## src/rtl/digit_serdes.sv

```systemverilog
// Word <-> digit-serial converter, LSB digit first; load sign/zero-extends, store yields a byte mask.
// Serialise: first digit 1 cycle after start, done after BEATS; deserialise: done after BEATS+1; start ignored while busy or in FINISH.
module digit_serdes #(
    parameter int D_WIDTH = 32,
    parameter int DIGIT_W = 1
) (
    input  logic                 clk,
    input  logic                 rst,
    input  logic                 start,
    input  logic                 mode,
    input  logic [2:0]           func,
    input  logic [1:0]           byte_off,
    input  logic [D_WIDTH-1:0]   word_in,
    input  logic [DIGIT_W-1:0]   digit_in,
    output logic [DIGIT_W-1:0]   digit_out,
    output logic                 digit_valid,
    output logic [D_WIDTH-1:0]   word_out,
    output logic [D_WIDTH/8-1:0] wr_mask,
    output logic                 busy,
    output logic                 done,
    output logic                 misaligned
);
    localparam int BEATS  = D_WIDTH / DIGIT_W;
    localparam int CNT_W  = (BEATS > 1) ? $clog2(BEATS) : 1;
    localparam int NBYTES = D_WIDTH / 8;

    localparam logic [1:0] S_IDLE   = 2'd0;
    localparam logic [1:0] S_SHIFT  = 2'd1;
    localparam logic [1:0] S_FINISH = 2'd2;

    logic [1:0]         state_q, state_d;
    logic [CNT_W-1:0]   cnt_q, cnt_d;
    logic [D_WIDTH-1:0] shreg_q, shreg_d;
    logic               mode_q, mode_d;
    logic [1:0]         off_q, off_d;
    logic [NBYTES-1:0]  bmask_q, bmask_d;
    logic [D_WIDTH-1:0] word_out_q, word_out_d;
    logic [NBYTES-1:0]  wr_mask_q, wr_mask_d;
    logic               mis_q, mis_d;

    logic               is_byte, is_half, is_word, mis_req, last, fill;
    logic [D_WIDTH-1:0] shifted, bit_mask, load_val, shift_in;
    logic [NBYTES-1:0]  bmask_sel;

    assign is_byte = (func[1:0] == 2'b00);
    assign is_half = (func[1:0] == 2'b01);
    assign is_word = !is_byte && !is_half;
    assign mis_req = (is_half && byte_off[0]) || (is_word && (byte_off != 2'd0));
    assign last    = (cnt_q == CNT_W'(BEATS - 1));

    // Load path: bring the addressed lane down to bit 0, then extend above the access size.
    assign shifted = word_in >> {byte_off, 3'b000};
    always_comb begin
        bit_mask  = '1;
        bmask_sel = '1;
        fill      = 1'b0;
        if (is_byte) begin
            bit_mask  = D_WIDTH'(8'hFF);
            bmask_sel = NBYTES'(1);
            fill      = shifted[7];
        end else if (is_half) begin
            bit_mask  = D_WIDTH'(16'hFFFF);
            bmask_sel = NBYTES'(3);
            fill      = shifted[15];
        end
        if (func[2]) begin
            fill = 1'b0;
        end
    end
    assign load_val = (shifted & bit_mask) | ({D_WIDTH{fill}} & ~bit_mask);
    assign shift_in = (shreg_q >> DIGIT_W) | (D_WIDTH'(digit_in) << (D_WIDTH - DIGIT_W));

    always_comb begin
        state_d    = state_q;
        cnt_d      = cnt_q;
        shreg_d    = shreg_q;
        mode_d     = mode_q;
        off_d      = off_q;
        bmask_d    = bmask_q;
        word_out_d = word_out_q;
        wr_mask_d  = wr_mask_q;
        mis_d      = mis_q;
        case (state_q)
            S_IDLE: begin
                if (start) begin
                    if (mis_req) begin
                        mis_d = 1'b1;
                    end else begin
                        mis_d     = 1'b0;
                        state_d   = S_SHIFT;
                        cnt_d     = '0;
                        mode_d    = mode;
                        off_d     = byte_off;
                        bmask_d   = bmask_sel;
                        wr_mask_d = '0;
                        shreg_d   = mode ? '0 : load_val;
                    end
                end
            end
            S_SHIFT: begin
                shreg_d = mode_q ? shift_in : (shreg_q >> DIGIT_W);
                cnt_d   = last ? '0 : cnt_q + 1'b1;
                if (last) begin
                    if (mode_q) begin
                        // Capture the store result as the last digit lands so it is visible in FINISH.
                        state_d    = S_FINISH;
                        word_out_d = shift_in << {off_q, 3'b000};
                        wr_mask_d  = bmask_q << off_q;
                    end else begin
                        state_d = S_IDLE;
                    end
                end
            end
            S_FINISH: state_d = S_IDLE;
            default:  state_d = S_IDLE;
        endcase
    end

    always_ff @(posedge clk or posedge rst) begin
        if (rst) begin
            state_q    <= S_IDLE;
            cnt_q      <= '0;
            shreg_q    <= '0;
            mode_q     <= 1'b0;
            off_q      <= 2'd0;
            bmask_q    <= '0;
            word_out_q <= '0;
            wr_mask_q  <= '0;
            mis_q      <= 1'b0;
        end else begin
            state_q    <= state_d;
            cnt_q      <= cnt_d;
            shreg_q    <= shreg_d;
            mode_q     <= mode_d;
            off_q      <= off_d;
            bmask_q    <= bmask_d;
            word_out_q <= word_out_d;
            wr_mask_q  <= wr_mask_d;
            mis_q      <= mis_d;
        end
    end

    assign busy        = (state_q == S_SHIFT);
    assign digit_valid = busy && !mode_q;
    assign digit_out   = digit_valid ? shreg_q[DIGIT_W-1:0] : '0;
    assign done        = (digit_valid && last) || (state_q == S_FINISH);
    assign word_out    = word_out_q;
    assign wr_mask     = wr_mask_q;
    assign misaligned  = mis_q;
endmodule

```

## config.mk

```make
export PLATFORM = sky130hd
export DESIGN_NAME = digit_serdes
export DESIGN_NICKNAME = d
export VERILOG_FILES = /design/src/rtl/digit_serdes.sv
export SDC_FILE = /design/constraint.sdc
export NUM_CORES = 1
export LEC_CHECK = 0
export CAP_MARGIN = 5
export CELL_PAD_IN_SITES_DETAIL_PLACEMENT = 1
export CELL_PAD_IN_SITES_GLOBAL_PLACEMENT = 1
export CORE_AREA = 3 3 107 109
export DETAILED_ROUTE_END_ITERATION = 12
export DIE_AREA = 0 0 110 112
export GPL_ROUTABILITY_DRIVEN = 1
export PLACE_DENSITY = 0.84
export SYNTH_ARGS = -nofsm -noshare
export SYNTH_HDL_FRONTEND = slang
export SYNTH_SLANG_ARGS = --single-unit
```

## constraint.sdc

```tcl
create_clock -name clk -period 6.2 [get_ports clk]
set_input_delay 1.86 -clock clk [delete_from_list [all_inputs] [get_ports clk]]
set_output_delay 1.86 -clock clk [all_outputs]
set_load 0.02 [all_outputs]
```

==> run_results.csv <==
group,metric,value,unit
outcome,status,"finished clean",
placed_design,post_dp_cell_area,5480,um2
global_route,grt_max_degree,56,
layout,final_nets,587,
floorplanning,die_x,110,um
clock_network,cts_setup_buffers,0,
logic_synthesis,syn_inst,476,
route,wl_met1,6300,um
sta,hold_viol_final,0,
layout,layout-drive-gt1-share,11.9,%
floorplanning,core,10700,um2
route,dr_wl_met3,775,um
sta,fin_crit,4490,ps
power,power.density,415,nW/um2
power,fin_total_pwr,2370,uW
setup_path,r2r-start,"state_q[0]",
global_route,first_global_vias,4139,
sta,timing.setup.tns,0,ps
setup_path,path_class,"flip-flop to output port",
power,leakagePower,0.00236,uW
sta,worst_slew_pin_slew,1140,ps
layout,fill_cells,1224,
sta,max_slew_margin,23.8,%
sta,grt_setup_unrepaired,"no",
global_route,grt_use_total,24.0,%
logic_synthesis,yosys_warnings,0,
clock_network,h-tree-depth,3,
setup_path,rr_worst_depth,5,
min_path,hold_depth,2,
setup_path,path_max_fanout,17,
route,dr.first_iter.drc_count,261,
route,routed.top_layer,"met4",
route,vias_per_cell,5.82,
logic_synthesis,seq_area_frac_synth,44.6,%
clock_network,cts_resized,0,
floorplanning,die_area,12300,um2
clock_network,cts_root_buf,"clkbuf_8",
clock_network,cts_max_path_buffers,2,
clock_network,cts_made_buffers,9,
sta,finalCritPeriodShare,72.4,%
layout,seq_area,2050,um2
route,dr.pass1.iters,4,
route,route.met2.wl,6620,um
route,via_count,4001,
global_route,overflow,0,
floorplanning,placementRows,38,
power,irDropWorstVdd,172,uV
logic_synthesis,syn_area_per_cell,9.66,um2
route,post_drt_wl_per_cell,20.2,um
logic_synthesis,ys_types,50,
clock_network,holdBufCountCts,0,
floorplanning,start_util,43.0,%
clock_network,worstSkewPairLatency,360,ps
min_path,hp-start,"word_out[7]",
setup_path,end_kind,"output port",
setup_path,rr_endpoint,"shreg_q[27]",
floorplanning,io_pins,83,
logic_synthesis,async_flop_share,100,%
logic_synthesis,syn_area,4600,um2
setup_path,cp.required,4340,ps
clock_network,tritoncts,"yes",
setup_path,reg2reg_slack,3510,ps
logic_synthesis,syn_nets,520,
logic_synthesis,synth_edf_count,0,
route,route.detailed.drc,0,
sta,finalClockSkew,9.44,ps
global_route,antenna_found_initial,0,
layout,multi_input_area,2350,um2
layout,postLayoutCellArea,5720,um2
logic_synthesis,synth_flop_cell,"dfrtp_1",
route,wl,13900,um
logic_synthesis,synth-seq-cells,82,
min_path,hp-class,"flip-flop to flip-flop",
sta,finalMaxSlewViolations,0,
clock_network,cts.sinks,82,
placed_design,gp_congestion,0.874,
clock_network,path_clk_slew,80,ps
min_path,holdPathEnd,"word_out[7]",
setup_path,arrival,2630,ps
run,drv_cap,0,
route,ant_nets,0,
sta,clock.fmax,0.223,GHz
setup_path,start_kind,"flip-flop",
global_route,grt_first_pass_wirelength,22800,um
sta,finalSetupViolCount,0,
placed_design,numPortBuffers,82,
placed_design,dpl.hpwl,10300,um
layout,areaGrowthSynthToFinish,24.3,%
floorplanning,die_height,112,um
layout,n_antenna_cell,0,
[synth_stat cells, types with 2 or more instances]
cell type | number | area (um2)
nand2_1 | 48 | 180
a22o_1 | 2 | 17.5
ha_1 | 2 | 25.0
nor4_4 | 2 | 42.5
a31oi_1 | 10 | 62.6
buf_4 | 2 | 15.0
buf_2 | 12 | 60.1
buf_1 | 2 | 7.51
o31ai_1 | 10 | 75.1
o211ai_1 | 8 | 60.1
inv_2 | 2 | 7.51
nand3b_1 | 9 | 67.6
o21ai_0 | 38 | 190
dfrtp_1 | 82 | 2050
nand3_1 | 10 | 50.1
and3_1 | 2 | 12.5
mux2i_1 | 29 | 290
a221oi_1 | 8 | 70.1
inv_1 | 6 | 22.5
nand2b_1 | 12 | 75.1
nor2_1 | 54 | 203
mux2_2 | 21 | 236
nor2b_1 | 10 | 62.6
a211oi_1 | 9 | 67.6
buf_6 | 2 | 22.5
a22oi_1 | 6 | 45.0
mux4_2 | 8 | 180
a21oi_1 | 33 | 165
clkbuf_1 | 16 | 60.1
[metal layers]
metal | GRT usage [%] | vias to the layer above
li1 | - | 1863
met1 | 34.8 | 1991
met2 | 36.2 | 127
met3 | 4.35 | 20
met4 | 8.06 | 0
met5 | 0 | -
[final cells by class]
type	count	share of cell area [%]
multi-input cells	352	41.1
flip-flops and latches	82	35.9
repair buffers	90	15.5
well taps	140	3.06
clock buffers	11	2.47
clock inverters	5	1.36
inverters	8	0.525
[critical path, stage by stage (launching register included)]
cell and delay [ps]:
dfrtp_1 740, nand2b_1 380, nor2_1 300, nand2_1 90, o21ai_0 110, clkdlybuf4s50_1 650
[registers in the layout, summed over array words and instances, names as in the netlist]
name / count
bmask_q: 3
cnt_q: 5
misaligned: 1
mode_q: 1
off_q: 2
shreg_q: 32
state_q: 2
word_out: 32
wr_mask: 4
[worst max-delay path by stage]
stage / start / end / slack [ps] / cells past startpoint
6_report: state_q[0] / done / 1710 / 5
4_1_cts: state_q[0] / done / 1720 / 5
3_5_place_dp: byte_off[1] / shreg_q[10] / 1880 / 6
2_1_floorplan: rst / bmask_q[0] / 2230 / 1
3_3_place_gp: byte_off[1] / off_q[1] / 1960 / 5
5_1_grt: state_q[0] / done / 1570 / 5
[cell usage in the layout, fill, tap and decap left out, types with 12 or more instances in the layout]
cell	synthesis	final
mux2i_1	29	29
a21oi_1	33	33
o21ai_0	38	38
nor2_1	54	54
mux2_2	21	21
dfrtp_1	82	82
nand2b_1	12	12
clkdlybuf4s50_1	0	81
nand2_1	48	48
[power by group]
group,total (uW),internal (uW),switching [uW]
Clock,435,237,198
Sequential,910,703,207
Combinational,1030,440,587
[stage by stage]
stage	hold slack, ps	setup slack, ps	utilization, %	cells
5_1_grt	494	1570	53.4	688
3_3_place_gp	457	1960	51.2	671
2_1_floorplan	438	2230	-	476
4_1_cts	489	1720	53.2	687
3_5_place_dp	471	1880	51.2	671
6_report	484	1710	53.4	688
[cell families after synthesis]
logic type | synth area share, %
adders and majority gates | 0.544
buffers and inverters | 4.24
muxes | 15.4
and+or+nand+nor | 16.4
AOI/OAI and AO/OA | 18.8
DFF | 44.6
(Power assumes the default switching activity.)
